<file path="config.mk">
export PLATFORM = sky130hd
export DESIGN_NAME = regfile_dump_flat
export DESIGN_NICKNAME = d
export VERILOG_FILES = /design/src/rtl/regfile_dump_if.sv /design/src/rtl/regfile_dump.sv /design/src/flat_wrapper.sv
export SDC_FILE = /design/constraint.sdc
export NUM_CORES = 1
export LEC_CHECK = 0
export BUFFER_PORTS_ARGS = -buffer_cell sky130_fd_sc_hd__buf_4
export CORE_MARGIN = 10
export CORE_UTILIZATION = 40
export CTS_CLUSTER_SIZE = 30
export DETAILED_ROUTE_END_ITERATION = 10
export GPL_TIMING_DRIVEN = 1
export PLACE_DENSITY = 0.65
export SLEW_MARGIN = 40
export SYNTH_ARGS = -nofsm -noshare
export SYNTH_HDL_FRONTEND = slang
export SYNTH_SLANG_ARGS = --single-unit
</file>
<file path="constraint.sdc">
create_clock -name clk -period 3.8 [get_ports clk]
set_input_delay 1.14 -clock clk [delete_from_list [all_inputs] [get_ports clk]]
set_output_delay 1.14 -clock clk [all_outputs]
set_load 0.02 [all_outputs]
</file>
<file path="src/rtl/regfile_dump_if.sv">
// Bus bundle for the register-file dump reader: the spare asynchronous
// read port of the register file plus the outgoing valid/ready byte stream.
`timescale 1ns/1ps
interface regfile_dump_if #(
  parameter int ADDR_W = 5
);
  logic [ADDR_W-1:0] rf_addr;
  logic [31:0]       rf_data;
  logic [7:0]        tx_data;
  logic              tx_valid;
  logic              tx_ready;

  // The dump reader drives the read address and the stream.
  modport master (
    output rf_addr, tx_data, tx_valid,
    input  rf_data, tx_ready
  );

  // The register file and the byte consumer sit on this side.
  modport slave (
    input  rf_addr, tx_data, tx_valid,
    output rf_data, tx_ready
  );
endinterface

</file>
<file path="src/rtl/regfile_dump.sv">
// Register-file dump reader. On a start pulse it walks registers
// 0..NUM_REGS-1 through a read-only port, snapshots each word and emits it
// as a 5-byte frame: {idx, data[31:24], data[23:16], data[15:8], data[7:0]}.
//
// state | meaning
// IDLE  | waiting for start, outputs quiet
// LOAD  | one cycle, rf_addr=idx, word captured into snapshot
// SEND  | presenting frame bytes, advances on each handshake
// DONE  | one cycle, done pulse
`timescale 1ns/1ps
module regfile_dump #(
  parameter int NUM_REGS = 32,
  parameter int ADDR_W   = 5
) (
  input  logic           clk,
  input  logic           rst_n,
  input  logic           start,
  regfile_dump_if.master bus,
  output logic           busy,
  output logic           done
);

  typedef enum logic [1:0] {
    IDLE = 2'd0,
    LOAD = 2'd1,
    SEND = 2'd2,
    DONE = 2'd3
  } state_t;

  localparam logic [ADDR_W-1:0] LAST_IDX = ADDR_W'(NUM_REGS - 1);

  state_t            state, state_nxt;
  logic [ADDR_W-1:0] idx, idx_nxt;
  logic [2:0]        byte_cnt, byte_cnt_nxt;
  logic [31:0]       snapshot, snapshot_nxt;
  logic              done_nxt;

  // State and datapath registers; done is a flop so it is glitch-free.
  always_ff @(posedge clk or negedge rst_n) begin
    if (!rst_n) begin
      state    <= IDLE;
      idx      <= '0;
      byte_cnt <= 3'd0;
      snapshot <= 32'h0;
      done     <= 1'b0;
    end else begin
      state    <= state_nxt;
      idx      <= idx_nxt;
      byte_cnt <= byte_cnt_nxt;
      snapshot <= snapshot_nxt;
      done     <= done_nxt;
    end
  end

  // Next-state and outputs; tx_valid decodes from state only, never tx_ready.
  always_comb begin
    state_nxt    = state;
    idx_nxt      = idx;
    byte_cnt_nxt = byte_cnt;
    snapshot_nxt = snapshot;
    done_nxt     = 1'b0;
    busy         = 1'b0;
    bus.rf_addr  = '0;
    bus.tx_valid = 1'b0;
    bus.tx_data  = 8'h00;

    case (state)
      IDLE: begin
        if (start) begin
          idx_nxt   = '0;
          state_nxt = LOAD;
        end
      end

      LOAD: begin
        busy         = 1'b1;
        bus.rf_addr  = idx;
        snapshot_nxt = bus.rf_data;
        byte_cnt_nxt = 3'd0;
        state_nxt    = SEND;
      end

      SEND: begin
        busy         = 1'b1;
        bus.rf_addr  = idx;
        bus.tx_valid = 1'b1;
        case (byte_cnt)
          3'd0:    bus.tx_data = 8'(idx);
          3'd1:    bus.tx_data = snapshot[31:24];
          3'd2:    bus.tx_data = snapshot[23:16];
          3'd3:    bus.tx_data = snapshot[15:8];
          default: bus.tx_data = snapshot[7:0];
        endcase
        if (bus.tx_ready) begin
          if (byte_cnt == 3'd4) begin
            if (idx == LAST_IDX) begin
              state_nxt = DONE;
              done_nxt  = 1'b1;
            end else begin
              idx_nxt   = idx + 1'b1;
              state_nxt = LOAD;
            end
          end else begin
            byte_cnt_nxt = byte_cnt + 3'd1;
          end
        end
      end

      DONE: begin
        state_nxt = IDLE;
      end

      default: begin
        state_nxt = IDLE;
      end
    endcase
  end

endmodule
</file>
<file path="src/flat_wrapper.sv">
// flat-port wrapper written by rule: the top's interface ports become plain ports
module regfile_dump_flat 
#(
  parameter int NUM_REGS = 32,
  parameter int ADDR_W   = 5
)
  (clk, rst_n, start, busy, done, bus_rf_addr, bus_tx_data, bus_tx_valid, bus_rf_data, bus_tx_ready);
  regfile_dump_if #(.ADDR_W(ADDR_W)) bus_i ();
  input  logic clk;
  input  logic rst_n;
  input  logic start;
  output logic busy;
  output logic done;
  output wire logic [$bits(bus_i.rf_addr)-1:0] bus_rf_addr;
  output wire logic [$bits(bus_i.tx_data)-1:0] bus_tx_data;
  output wire logic [$bits(bus_i.tx_valid)-1:0] bus_tx_valid;
  input wire logic [$bits(bus_i.rf_data)-1:0] bus_rf_data;
  input wire logic [$bits(bus_i.tx_ready)-1:0] bus_tx_ready;
  assign bus_rf_addr = bus_i.rf_addr;
  assign bus_tx_data = bus_i.tx_data;
  assign bus_tx_valid = bus_i.tx_valid;
  assign bus_i.rf_data = bus_rf_data;
  assign bus_i.tx_ready = bus_tx_ready;
  regfile_dump #(.NUM_REGS(NUM_REGS), .ADDR_W(ADDR_W)) u_core (.clk(clk), .rst_n(rst_n), .start(start), .bus(bus_i), .busy(busy), .done(done));
endmodule
</file>
# Word level (Yosys, flattened, before mapping)
# Index checks and enable logic that the tools add are counted.
# totals
register_bits,43
latch_bits,0
ramBits,0
rom_bits,0
inputBits,36
out_inout_bits,16
word_cells,50
n_memories,0
# classes
add_sub_neg,2
multipliers,0
div,0
magnitude_cmp,0
n_eq_ne,13
n_shift,0
muxes,22
bitwise,0
reduce_logical,8
# op_table
cell,count
$pmux 8 s4,1
$mux 5,5
$pmux 5 s2,1
$mux 2,4
$mux 8,1
$ne 2x2->1 const B,4
$pmux 2 s4,1
$eq 3x2->1 const B,2
$mux 1,6
$mux 3,2
$pmux 3 s2,1
$reduce_and 3->1,2
$add 5x1->5 const B,1
$eq 5x5->1 const B,1
$reduce_and 5->1,1
$eq 2x2->1 const B,2
$reduce_bool 2->1,2
$add 3x1->3 const B,1
$eq 3x1->1 const B,1
$eq 3x3->1 const B,1
$logic_not 3->1,1
$eq 2x1->1 const B,1
$logic_not 2->1,1
$ne 2x1->1 const B,1
$reduce_or 2->1,1

# Depth between registers and ports, before layout
# depth
depth_word,5
depth_mapped,6
mapped_depth_nobuf,6

# Worst setup path before layout
# No wires, ideal clock.
# synth_timing
kind,flip-flop to output port
startpoint,register u_core.byte_cnt[0]
endpoint,output port bus_tx_data[0]
t_arrival_ns,1.861
required_time_ns,2.660
slack_ns,0.799
path_stages_with_launch,6
n_path_buf,0
cell_sequence,dfrtp_1 > inv_1 > ha_1 > nor3_1 > o211ai_1 > a21boi_0
# synth_between
elab_chain_len,3
word_cells_on_any_way,6
cone_classes,eq/ne (3); mux (2); reduce/logical (1)
# synth_rtl
element,line,text
"start, declared",regfile_dump.sv:34,"logic [2:0] byte_cnt, byte_cnt_nxt;"
"start signal, assigned",regfile_dump.sv:49,byte_cnt <= byte_cnt_nxt;
$eq 3x2->1 (tied with other cells),regfile_dump.sv:87,case (byte_cnt)
$pmux 8 s4 *,regfile_dump.sv:87,
$mux 8 *,regfile_dump.sv:67,case (state)
"end, declared",flat_wrapper.sv:15,output wire logic [$bits(bus_i.tx_data)-1:0] bus_tx_data;
# Every way passes the cells marked *; elsewhere a longest branch is shown, timed or not.

# Worst setup path in the final report
# layout_timing
startpoint,register u_core.byte_cnt[2]
endpoint,output port bus_tx_data[1]
# Same word-level chain as after synthesis.

==> metrics.txt <==
Bufs on Longest Clock Path 2; RSZ-0062 raised after global routing false; ys async rst share 100%; die width 95.4 um; Site Rows 27; CP arrival 2330 ps; Ports 52; CP Max Fanout 16; fin crit period 3470 ps; WHS 513 ps; Die Y 95.4 um; setup TNS 0 ps; warnings from Yosys 0; FF-to-FF path depth 6; Peak supply drop 0.349 mV; clk_lat worst skew 290 ps; full die area 9100 um2; fmax 288 MHz; fin worst setup slack 333 ps; Final period util 91.2%; Worst Hold Launch u_core.snapshot[12]; CTS H-Tree Depth 2; Synth Register Bits 43; post-route ant nets 0; Initial Util 41.3%; clock sinks 43; n_diodes 0; Area growth syn-to-layout 23.4%; Crit Path Class reg2out; share of layout cells above drive strength 1 39.6%; Mapped Nets 237; skew final 9.05 ps; DR WL/cell 17.5 um; number of max-cap violations 0; Cell Count Post-Placement 305; most frequent cells in the layout buf_4 (54), dfrtp_1 (43), mux2_2 (33); normalized max-slew margin 63.6%; synthesized instance count 189; CTS-repair resized insts 0; synth unique cells 40; post-CTS setup buffers 0; CTS buffer count 5; RePlAce Congestion 0.830; final setup fails 0; GRT overflow 0; DP Worst Slack 633 ps; final cell count without fillers 312; min-delay worst type reg2reg; initial antenna violation count 0; Primary FF master, synth dfrtp_1; Max Transition Viols Final 0; Reg clk slew, reported paths 80 ps; largest net degree at the start of global routing 44; most common cell after layout, fill and taps aside buf_4; fillers 506; sequential area share after synthesis 47.4%; GRT Overall Usage 12.3%; Hold Path End u_core.snapshot[12]; Hold Vio Cnt, Final 0; CTS tree built; CTS hold repair buffers 0; status completed; number of synthesized flops with an enable pin 0; R2R setup slack 1800 ps; first-pass GRT wire length 8.89 mm; # DRC 0; R2R Path Start u_core.state[0]; R2R Path End u_core.idx[0]; core box area 5510 um2; NumNets Final 288; vias in the first global route 1,748; hold path depth 1; HPWL after DPL 4.15 mm; Worst EP required 2660 ps; root buf cell clkbuf_8; vias per inst 5.38; Synth Area per Inst 12.0 um2; PortBufs 51; DRT Pass-1 Iters 7; vias after detailed routing 1,680; type of origin of the critical path flip-flop; mapped cell area 2270 um2; Static Leak 1.25 nW; DRT Wirelength 5.45 mm; Slew @ Worst Pin 545 ps; Pwr Density 682 nW/um2; initial DRC count 122; Crit. End Element output pin
[final cells by class]
type | count | area (um2) | share of cell area [%]
clock buffer | 5 | 68.8 | 2.45
sequential | 43 | 1080 | 38.4
multi-input combinational | 124 | 1100 | 39.4
inverter | 12 | 45.0 | 1.61
timing repair buffer | 54 | 405 | 14.5
tap | 72 | 90.1 | 3.21
clock inverter | 2 | 13.8 | 0.491
[per-layer routing]
layer  GRT usage (%)  up-vias  wire length (um)
met5               0        -                 0
met4            3.32        0                42
met3            4.79        4               434
met2            20.0       54              2580
met1            15.0      807              2390
li1                -      815                 -
[power by group]
part / switching [mW] / internal, mW
Clock: 0.152 / 0.126
Combinational: 0.399 / 0.442
Sequential: 0.135 / 0.660
[cells in the mapped netlist (3+ instances only)]
| cell | n | area share (%) |
|---|---|---|
| a21boi_0 | 8 | 2.6 |
| a21oi_1 | 4 | 0.88 |
| a222oi_1 | 7 | 3.1 |
| a22o_1 | 6 | 2.3 |
| and2_1 | 5 | 1.4 |
| buf_2 | 4 | 0.88 |
| clkbuf_1 | 4 | 0.66 |
| dfrtp_1 | 43 | 47 |
| ha_1 | 12 | 6.6 |
| inv_1 | 12 | 2.0 |
| mux2_2 | 33 | 16 |
| nand2_1 | 3 | 0.50 |
| nor2_1 | 3 | 0.50 |
| nor2b_1 | 4 | 1.1 |
| nor3_1 | 3 | 0.66 |
| o211ai_1 | 9 | 3.0 |
[kinds of logic after synthesis]
family	Yosys count	share of synthesized area, %
AND/OR/NAND/NOR	28	7.43
adder cells (fa/ha/maj)	12	6.61
XOR/XNOR	1	0.386
AO/OA/AOI/OAI	49	17.4
multiplexers	34	16.8
flip-flops	43	47.4
buffers and inverters	22	4.02
[how the worst max path moves through the flow]
| stage | slack (ps) | endpoint | cells after the start | startpoint |
|---|---|---|---|---|
| after floorplan | 800 | bus_tx_data[0] | 5 | u_core.byte_cnt[0] |
| after global placement | 760 | bus_tx_data[2] | 6 | u_core.byte_cnt[2] |
| after detailed placement | 630 | bus_tx_data[2] | 6 | u_core.byte_cnt[2] |
| after CTS | 320 | bus_tx_data[2] | 6 | u_core.byte_cnt[2] |
| after global routing | 100 | bus_tx_data[0] | 6 | u_core.byte_cnt[2] |
| final | 330 | bus_tx_data[1] | 6 | u_core.byte_cnt[2] |
[stage by stage]
| stage | instance area [um2] | util (%) | power, mW |
|---|---|---|---|
| final | 2800 | 50.9 | 1.91 |
| after global routing | 2800 | 50.9 | 2.06 |
| after detailed placement | 2720 | 49.4 | 1.66 |
| after CTS | 2800 | 50.9 | 1.94 |
| after global placement | 2720 | 49.4 | 1.64 |
| after floorplan | 2270 | - | 1.40 |
[state kept, by name, summed over array words and instances, names as in the netlist]
signal	cells
u_core.state	2
u_core.idx	5
u_core.snapshot	32
u_core.byte_cnt	3
u_core.done	1
[critical path: stages, from the launching register on]
cell and delay [ps]:
dfrtp_1 660, inv_1 250, ha_1 380, inv_1 220
o211ai_1 110, a21boi_0 230, buf_4 190
No activity file was read; power rests on OpenSTA's default activity.
